--- src/rtl/deser_pkg.sv ---
// Shared definitions for the serial-in/parallel-out deserialiser family.
// Holds the bit-order encodings and the counter-width helper.
package deser_pkg;

    localparam bit ORDER_MSB_FIRST = 1'b1;
    localparam bit ORDER_LSB_FIRST = 1'b0;

    // Bit counter width, clamped to 1 so degenerate widths still elaborate.
    function automatic int unsigned calc_cnt_w(input int unsigned width);
        if (width <= 2) begin
            return 1;
        end
        return $clog2(width);
    endfunction

endpackage

--- src/rtl/sipo_shifter.sv ---
// Serial shift register and bit counter for sipo_deser_hs.
// Produces the next shifter value so the top level can capture a completed word.
module sipo_shifter
    import deser_pkg::*;
#(
    parameter int unsigned WIDTH     = 4,
    parameter bit          MSB_FIRST = ORDER_MSB_FIRST,
    localparam int unsigned CNT_W    = calc_cnt_w(WIDTH)
) (
    input  logic             clk,
    input  logic             rst,
    input  logic             clear_i,
    input  logic             accept_i,
    input  logic             data_i,
    output logic [WIDTH-1:0] sr_next_o,
    output logic             last_bit_o,
    output logic [CNT_W-1:0] bit_count_o
);

    localparam logic [CNT_W-1:0] LastCnt = CNT_W'(WIDTH - 1);

    logic [WIDTH-1:0] sr_q, sr_d;
    logic [CNT_W-1:0] cnt_q, cnt_d;

    always_comb begin
        if (MSB_FIRST) begin
            sr_next_o = {sr_q[WIDTH-2:0], data_i};
        end else begin
            sr_next_o = {data_i, sr_q[WIDTH-1:1]};
        end
    end

    assign last_bit_o  = (cnt_q == LastCnt);
    assign bit_count_o = cnt_q;

    // Clear wins over an accepted bit; the final bit empties the shifter.
    always_comb begin
        sr_d  = sr_q;
        cnt_d = cnt_q;
        if (clear_i) begin
            sr_d  = '0;
            cnt_d = '0;
        end else if (accept_i) begin
            if (last_bit_o) begin
                sr_d  = '0;
                cnt_d = '0;
            end else begin
                sr_d  = sr_next_o;
                cnt_d = cnt_q + CNT_W'(1);
            end
        end
    end

    always_ff @(posedge clk) begin
        if (rst) begin
            sr_q  <= '0;
            cnt_q <= '0;
        end else begin
            sr_q  <= sr_d;
            cnt_q <= cnt_d;
        end
    end

endmodule

--- src/rtl/sipo_deser_hs.sv ---
// Parametrised SIPO deserialiser with held output word and valid/ready handshake.
// The shifter keeps filling while a word is held; only the final bit can stall.
module sipo_deser_hs
    import deser_pkg::*;
#(
    parameter int unsigned WIDTH     = 4,
    parameter bit          MSB_FIRST = ORDER_MSB_FIRST,
    localparam int unsigned CNT_W    = calc_cnt_w(WIDTH)
) (
    input  logic             clk,
    input  logic             rst,
    input  logic             clear,
    input  logic             in_valid,
    input  logic             data_in,
    output logic             in_ready,
    output logic [WIDTH-1:0] data_out,
    output logic             out_valid,
    input  logic             out_ready,
    output logic [CNT_W-1:0] bit_count
);

    logic             accept;
    logic             last_bit;
    logic             complete;
    logic [WIDTH-1:0] sr_next;
    logic [WIDTH-1:0] data_q, data_d;
    logic             valid_q, valid_d;

    sipo_shifter #(
        .WIDTH    (WIDTH),
        .MSB_FIRST(MSB_FIRST)
    ) u_shifter (
        .clk        (clk),
        .rst        (rst),
        .clear_i    (clear),
        .accept_i   (accept),
        .data_i     (data_in),
        .sr_next_o  (sr_next),
        .last_bit_o (last_bit),
        .bit_count_o(bit_count)
    );

    assign in_ready = !valid_q || out_ready || !last_bit;
    assign accept   = in_valid && in_ready;
    // A bit accepted during clear is discarded, so it cannot complete a word.
    assign complete = accept && last_bit && !clear;

    always_comb begin
        data_d  = data_q;
        valid_d = valid_q;
        if (complete) begin
            data_d  = sr_next;
            valid_d = 1'b1;
        end else if (valid_q && out_ready) begin
            valid_d = 1'b0;
        end
    end

    always_ff @(posedge clk) begin
        if (rst) begin
            data_q  <= '0;
            valid_q <= 1'b0;
        end else begin
            data_q  <= data_d;
            valid_q <= valid_d;
        end
    end

    assign data_out  = data_q;
    assign out_valid = valid_q;

endmodule
--- config.mk ---
export PLATFORM = sky130hd
export DESIGN_NAME = sipo_deser_hs
export DESIGN_NICKNAME = d
export VERILOG_FILES = /design/src/rtl/deser_pkg.sv /design/src/rtl/sipo_shifter.sv /design/src/rtl/sipo_deser_hs.sv
export SDC_FILE = /design/constraint.sdc
export NUM_CORES = 1
export LEC_CHECK = 0
export BUFFER_PORTS_ARGS = -buffer_cell sky130_fd_sc_hd__buf_2
export CORE_AREA = 2 2 39 41
export CTS_CLUSTER_SIZE = 20
export DETAILED_ROUTE_END_ITERATION = 8
export DIE_AREA = 0 0 41 43
export SLEW_MARGIN = 20
export SYNTH_ARGS = -nofsm -noshare
export SYNTH_HDL_FRONTEND = slang
export SYNTH_SLANG_ARGS = --single-unit
--- constraint.sdc ---
create_clock -name clk -period 1.25 [get_ports clk]
set_clock_uncertainty 0.05 [all_clocks]
set_input_delay 0.1875 -clock clk [delete_from_list [all_inputs] [get_ports clk]]
set_output_delay 0.1875 -clock clk [all_outputs]
set_load 0.01 [all_outputs]
==> results.yml, run 1 <==
grt:
  grt_pass1_wl_um: 1530
  grt_use_total: 0.140
  grt_start_max_net_pins: 11
  grt.overflow.total: 0
  grt_pass1_vias: 368
  antenna_found_initial: 0
yosys:
  synth.avg_cell_area_um2: 9.36
  synth_cell_types: 16
  synth.most_common_cell: "dfxtp_1"
  yosys.area.top_type: "dfxtp_1"
  synth.net_count: 55
  synth_flop_cell: "dfxtp_1"
  ys_async_sr_fraction: 0
  synth.cell_area_um2: 449
  ys_ff_latch: 10
  yosysSeqAreaShare: 0.446
  post-synth-top-area-fraction: 0.446
  synth_edf_count: 0
  synth_common_cells: "dfxtp_1 (10), nand2b_1 (9), a21oi_1 (6)"
  netlist_instances: 48
  yosysWarnings: 0
  ys_top_cells_by_area: "dfxtp_1 (45%), nand2b_1 (13%), mux2i_1 (8.9%)"
clocking:
  clk_latency_ps: 270
  htree_levels: 1
  cts_tree: "done"
  clkTransAtPathRegs_ps: 70
  clk_path_buf_depth: 2
  cts_buffers: 3
  cts-root-buf: "clkbuf_4"
  clock-sinks: 10
worst_hold_path:
  min-delay-start: "data_in"
  holdPathStages: 3
  hold_end: "u_shifter.sr_q[0]"
  hold_path.class: "primary input to register"
final_layout:
  final_core_util: 0.462
  drive_gt1_frac: 0.486
  fin_nets: 78
  multi_input_area_um2: 256
  fin_area_um2: 639
  area_growth_pct: 42.3
  fillers: 138
  register_area_um2: 203
  antennaDiodeCount: 0
drt:
  via_per_inst: 4.77
  dr.pass1.iters: 4
  drtIter0Drc: 5
  wl_per_cell_um: 11.1
  wirelength_um: 952
  ant_nets: 0
  drc_errors: 0
  num_vias: 410
critical_path:
  critical_path.cell_chain: "ha_4 > and3b_2 > inv_2 > buf_6"
  crit_fanout: 2
  rrSetupSlack_ps: 10
  slowest_stage: "dfxtp_2"
  startpoint_type: "register"
  crit-reg2reg-launch: "u_shifter.bit_count_o[0]"
  end_kind: "output pin"
  critical_path_required_ps: 1010
  r2r_end: "data_out[3]"
  crit_buf_inv: 2
  arrival_ps: 1130
  critPathKind: "register to output pin"
  cp_slowest_stage_delay_ps: 340
  rr_worst_depth: 6
  path_delay_family: "flip-flops"
power_and_ir_drop:
  pwr-share-comb: 0.067
  ir_worst_vdd_mv: 0.519
  pwr-share-seq: 0.482
  power.density_nw_per_um2: 1060
  switching_share: 0.225
  clockPowerShare: 0.452
  p_leak_uw: 0.000269
  p_int_uw: 523
  power_uw: 675
  power_switching_uw: 152
sta:
  hold_ws_ps: 108
  period_needed_ps: 1370
  max_freq_mhz: 730
  slew_headroom: 0.854
  worst_pin_slew_ps: 219
  setup_viol: 1
  setup_slack_ps: -121
  period_share: 1.10
  rsz0062_at_grt: "yes"
  final-hold-violation-count: 0
  slew_viol_final: 0
floorplan:
  start_util: 0.325
  io_pins: 14
  die_y_um: 43
  dieWidth_um: 41
  core_um2: 1380
  rows: 14
  dieArea_um2: 1760
flow_run:
  drv_cap: 0
status:
  outcome: "complete, but fails checks"
  violations: "negative setup slack"
place:
  numPortBuffers: 13
  dp_hpwl_um: 598
  routabilityCongestion: 0.681
  place_area_um2: 531
[worst max path at each step]
stage / start / to / slack (ps) / depth (start not counted)
finish: u_shifter.bit_count_o[1] / in_ready / -120 / 4
global route: u_shifter.bit_count_o[1] / in_ready / -170 / 4
CTS: u_shifter.bit_count_o[1] / in_ready / -120 / 4
detailed placement: u_shifter.bit_count_o[0] / data_out[3] / 30 / 5
global placement: u_shifter.bit_count_o[1] / data_out[3] / 60 / 5
floorplan: u_shifter.bit_count_o[0] / data_out[0] / 50 / 5
[routing by layer]
| layer | wire (um) | GRT usage | up-vias |
|---|---|---|---|
| met5 | 0 | 0 | - |
| met4 | 40 | 0.120 | 0 |
| met3 | 72 | 0.0628 | 5 |
| met2 | 460 | 0.191 | 17 |
| met1 | 379 | 0.155 | 184 |
| li1 | - | - | 204 |
[worst reg2reg max path: cells and delay by family (launching register included)]
family | cells | cell delay [ps]
fa+ha+maj | 1 | 130
flops | 1 | 350
buf+inv | 2 | 250
simple gates | 2 | 220
mux | 1 | 180
[state kept, by name (all words and copies together) (netlist names)]
register / count
u_shifter.sr_q: 3
out_valid: 1
data_out: 4
u_shifter.bit_count_o: 2
[power by group through the flow]
stage / sequential [uW] / combinational [uW] / clock, uW
floorplan: 332 / 19.3 / 0
global placement: 331 / 37.7 / 0
detailed placement: 332 / 37.4 / 0
CTS: 325 / 41.4 / 314
global route: 325 / 50.5 / 327
finish: 325 / 44.9 / 305
[cell families after synthesis]
kind of cell | count (synthesis) | share of synthesized area
buf+inv | 3 | 0.0418
flops | 10 | 0.446
fa+ha+maj | 1 | 0.0279
simple gates | 19 | 0.273
mux | 4 | 0.0891
compound gates | 11 | 0.123
[cells in the final DEF, fill, tap and decap left out]
master    Yosys  routed
buf_2         0      12
nand2b_1      9       9
dfxtp_1      10       8
a21oi_1       6       6
buf_4         0       6
mux2i_1       4       4
o21ai_2       0       3
nand2_1       3       3
clkbuf_4      0       3
o21ai_1       0       2
dfxtp_2       0       2
and3b_2       1       1
inv_2         1       1
nand2b_4      1       1
nand3b_1      1       1
nand3_1       1       1
inv_1         1       1
or2_2         1       1
nor2b_2       0       1
nor2b_1       2       1
ha_4          0       1
clkbuf_8      0       1
buf_6         1       1
[timing repair]
item                                    in CTS  in global routing
gates resized for setup                      5                  9
endpoints found under the setup margin       1                 10
pin swaps                                    1                  1
setup buffers                                4                  1
hold buffers                                 0                  0
[layout make-up]
class / instances / area share
repair buffers: 19 / 0.182
inverters: 2 / 0.0117
flip-flops and latches: 10 / 0.317
clock buffers: 4 / 0.0568
multi-input cells: 35 / 0.401
well taps: 16 / 0.0313
[per-stage QoR]
stage	TNS [ps]	worst slack (ps)	std cells
floorplan	0	49.2	48
detailed placement	0	33.1	77
CTS	-122	-122	85
finish	-121	-121	86
global placement	0	61.4	77
global route	-524	-170	86
No activity file was read; power rests on OpenSTA's default activity.
==> inputs of run 2 (changes only) <==
--- a/config.mk
+++ b/config.mk
@@ -10,6 +10,7 @@
 export CTS_CLUSTER_SIZE = 20
 export DETAILED_ROUTE_END_ITERATION = 8
 export DIE_AREA = 0 0 41 43
+export SKIP_CTS_REPAIR_TIMING = 1
 export SLEW_MARGIN = 20
 export SYNTH_ARGS = -nofsm -noshare
 export SYNTH_HDL_FRONTEND = slang
==> run 2 against run 1 <==
Clock power is 2% lower. Sequential share of layout area up 1.4 points. The flow still finishes with violations (negative setup slack). Setup slack lost 33 ps. Wire length rose by 2.1%. Fmax is 2.4% lower. Largest cell class unchanged. Flip-flop and latch count unchanged.
==> results.yml, run 2 (synthesis results as in run 1) <==
status:
  outcome: "complete, but fails checks"
  violations: "negative setup slack"
drt:
  num_vias: 395
  wl_per_cell_um: 11.6
  ant_nets: 0
  via_per_inst: 4.70
  drtIter0Drc: 2
  drc_errors: 0
  wirelength_um: 972
  dr.pass1.iters: 4
clocking:
  cts_buffers: 3
  clk_path_buf_depth: 2
  cts_tree: "done"
  clock-sinks: 10
  htree_levels: 1
  cts-root-buf: "clkbuf_4"
  clk_latency_ps: 270
  clkTransAtPathRegs_ps: 70
sta:
  final-hold-violation-count: 0
  period_needed_ps: 1400
  worst_pin_slew_ps: 260
  finalSetupTns_ps: -463
  max_freq_mhz: 712
  slew_headroom: 0.826
  slew_viol_final: 0
  period_share: 1.12
  setup_viol: 4
  rsz0062_at_grt: "yes"
  setup_slack_ps: -154
flow_run:
  drv_cap: 0
final_layout:
  final_cells: 84
  fin_nets: 76
  area_growth_pct: 38.2
  largest_register_ffs: 4
  antennaDiodeCount: 0
  final_cell_mix: "buf_2 (12), nand2b_1 (9), dfxtp_1 (8)"
  drive_gt1_frac: 0.441
  layout_commonest_cell: "buf_2"
floorplan:
  die_y_um: 43
  dieWidth_um: 41
  dieArea_um2: 1760
  rows: 14
  core_um2: 1380
  start_util: 0.325
  io_pins: 14
grt:
  grt_pass1_wl_um: 1380
  grt.overflow.total: 0
  grt_pass1_vias: 333
  grt_use_total: 0.127
  grt_start_max_net_pins: 11
  antenna_found_initial: 0
critical_path:
  slowest_stage: "dfxtp_4"
  critical_path.cell_chain: "ha_4 > and3b_2 > inv_2 > buf_6"
  startpoint_type: "register"
  cp_slowest_stage_delay_ps: 360
  crit_buf_inv: 2
  arrival_ps: 1170
  critPathKind: "register to output pin"
  path_delay_family: "flip-flops"
  crit_fanout: 4
  end_kind: "output pin"
  critical_path_required_ps: 1010
place:
  dp_cells: 77
  dp_hpwl_um: 598
  numPortBuffers: 13
  post-place-ws_ps: 33.1
  routabilityCongestion: 0.681
power_and_ir_drop:
  power.density_nw_per_um2: 1070
  ir_worst_vdd_mv: 0.522
  power_uw: 665
  p_leak_uw: 0.000258
worst_hold_path:
  hold_path.class: "primary input to register"
## run 2: cell count changes in the layout (fill, tap and decap cells not counted), sizes merged
| cell | delta |
|---|---|
| buf | -2 |
## run 2: layer usage
layer  up-vias  GRT usage  wire [um]
met5         -          0          0
met4         0      0.120         21
met3         4     0.0628         57
met2        12      0.156        478
met1       178      0.148        415
li1        201          -          -
## run 2: final cells by class
class | instances | area [um2]
repair buffers | 17 | 101
well taps | 16 | 20.0
flip-flops and latches | 10 | 205
clock buffers | 4 | 36.3
inverters | 2 | 7.51
multi-input cells | 35 | 250
fillers | 143 | 763
## run 2: path summary, 6_finish.rpt
kind                            startpoint  cells after the start                       end  slack [ps]
setup reg to reg  u_shifter.bit_count_o[0]                      6  u_shifter.bit_count_o[0]        -120
hold reg to reg                data_out[2]                      2               data_out[2]         420
setup / recovery  u_shifter.bit_count_o[0]                      4                  in_ready        -150
hold / removal                     data_in                      3         u_shifter.sr_q[0]         120
## run 2: metrics by stage
stage	area [um2]	hold slack (ps)	util
global route	621	109	0.448
CTS	567	108	0.410
floorplan	449	207	-
detailed placement	531	406	0.383
global placement	531	403	0.383
finish	621	115	0.448
## run 2: worst register-to-register path, cell delays in order, from the launching register on
cell and delay, ps:
dfxtp_4 360, ha_4 160, and3b_2 220, buf_4 140
buf_4 140, o21ai_1 120, a21oi_1 70
## run 2: report_power, final
part | switching, uW | leakage, uW | internal (uW)
clock network | 123 | 0.0000210 | 177
registers | 3.47 | 0.0000820 | 321
logic | 20.1 | 0.000155 | 20.4
==> inputs of run 3 (changes only) <==
--- a/config.mk
+++ b/config.mk
@@ -5,11 +5,12 @@
 export SDC_FILE = /design/constraint.sdc
 export NUM_CORES = 1
 export LEC_CHECK = 0
-export BUFFER_PORTS_ARGS = -buffer_cell sky130_fd_sc_hd__buf_2
-export CORE_AREA = 2 2 39 41
+export CAP_MARGIN = 20
+export CORE_AREA = 4 4 41 43
 export CTS_CLUSTER_SIZE = 20
 export DETAILED_ROUTE_END_ITERATION = 8
-export DIE_AREA = 0 0 41 43
+export DIE_AREA = 0 0 45 47
+export DONT_BUFFER_PORTS = 1
 export SKIP_CTS_REPAIR_TIMING = 1
 export SLEW_MARGIN = 20
 export SYNTH_ARGS = -nofsm -noshare
==> run 3 against run 2 <==
The run still ends with negative setup slack left. Critical path depth down 1. Cell area down 13%. Cell count down 17%. Total power decreased by 15%. Worst hold slack worse by 100 ps. First-iteration DRC count fell by 50%. Flip-flop and latch count did not move. Critical endpoint unchanged.
==> results.yml, run 3 (synthesis results as in run 1) <==
clocking:
  clock-sinks: 10
  clk_latency_ps: 260
  cts_tree: "done"
  cts-root-buf: "clkbuf_4"
  clk_path_buf_depth: 2
  cts_buffers: 3
  clkTransAtPathRegs_ps: 60
  htree_levels: 1
sta:
  period_share: 1.03
  max_freq_mhz: 776
  period_needed_ps: 1290
  hold_ws_ps: 10.9
  slew_headroom: 0.817
  slew_viol_final: 0
  finalSetupTns_ps: -38.2
  worst_pin_slew_ps: 274
  rsz0062_at_grt: "yes"
  final-hold-violation-count: 0
  setup_viol: 1
  setup_slack_ps: -38.2
flow_run:
  drv_cap: 0
final_layout:
  fin_nets: 64
  final_cell_mix: "nand2b_1 (9), dfxtp_1 (8), a21oi_1 (6)"
  area_growth_pct: 19.8
  final_core_util: 0.413
  antennaDiodeCount: 0
  largest_register_ffs: 4
  layout_commonest_cell: "nand2b_1"
  fin_area_um2: 538
  drive_gt1_frac: 0.273
drt:
  ant_nets: 0
  via_per_inst: 4.97
  drtIter0Drc: 1
  wirelength_um: 871
  dr.pass1.iters: 2
  num_vias: 348
  wl_per_cell_um: 12.4
  drc_errors: 0
worst_hold_path:
  holdPathStages: 2
  hold_path.class: "primary input to register"
critical_path:
  critical_path_required_ps: 1010
  end_kind: "output pin"
  arrival_ps: 1050
  startpoint_type: "register"
  critPathKind: "register to output pin"
  rr_worst_depth: 5
  crit_fanout: 3
floorplan:
  core_um2: 1300
  rows: 13
  dieWidth_um: 45
  io_pins: 14
  die_y_um: 47
  start_util: 0.345
  dieArea_um2: 2120
power_and_ir_drop:
  power_uw: 567
  p_leak_uw: 0.000190
  clockPowerShare: 0.371
  pwr-share-comb: 0.055
  pwr-share-seq: 0.574
  p_int_uw: 451
  switching_share: 0.205
  power_switching_uw: 117
  ir_worst_vdd_mv: 0.641
  power.density_nw_per_um2: 1050
grt:
  grt_pass1_vias: 361
  antenna_found_initial: 0
  grt_start_max_net_pins: 11
  grt_pass1_wl_um: 1390
  grt_use_total: 0.0943
  grt.overflow.total: 0
place:
  routabilityCongestion: 0.718
  numPortBuffers: 0
  place_area_um2: 479
status:
  outcome: "complete, but fails checks"
  violations: "negative setup slack"
## run 3: changes by cell type in the layout (fill, tap and decap cells not counted), sizes merged
cell / change
buf: -13
clkbuf: -1
dlygate4sd3: +1
## run 3: final timing paths
| path | slack (ps) | end | start |
|---|---|---|---|
| max | -40 | in_ready | u_shifter.bit_count_o[1] |
| min | 10 | u_shifter.sr_q[0] | data_in |
| min reg2reg | 430 | data_out[3] | u_shifter.sr_q[2] |
| max reg2reg | 30 | u_shifter.sr_q[2] | u_shifter.bit_count_o[1] |
## run 3: critical path: stages, from the launching register on
cell,delay [ps]
dfxtp_2,340
ha_4,160
and3b_2,220
inv_2,80
## run 3: power by group through the flow
| stage | Sequential (uW) | Clock [uW] | Combinational, uW |
|---|---|---|---|
| floorplan | 332 | 0 | 19.3 |
| global placement | 331 | 0 | 26.8 |
| detailed placement | 331 | 0 | 27.1 |
| CTS | 324 | 221 | 27.2 |
| global route | 326 | 235 | 35.7 |
| finish | 325 | 211 | 31.4 |
## run 3: per-stage QoR
stage	worst slack, ps	std cells
6_report	-38.2	70
5_1_grt	-79.1	70
4_1_cts	-116	68
3_5_place_dp	75.7	65
3_3_place_gp	75.3	65
2_1_floorplan	49.2	48
## run 3: area by class of cell
| type | instances | area (um2) |
|---|---|---|
| Inverter | 2 | 7.51 |
| Timing Repair Buffer | 5 | 40.0 |
| Clock buffer | 3 | 22.5 |
| Multi-Input combinational cell | 35 | 246 |
| Fill cell | 142 | 763 |
| Sequential cell | 10 | 203 |
| Tap cell | 15 | 18.8 |
## run 3: per-layer routing
metal,vias up,track usage,routed length (um)
li1,179,-,-
met1,155,0.108,405
met2,12,0.138,370
met3,2,0.0651,91
met4,0,0.0351,4
met5,-,0,0
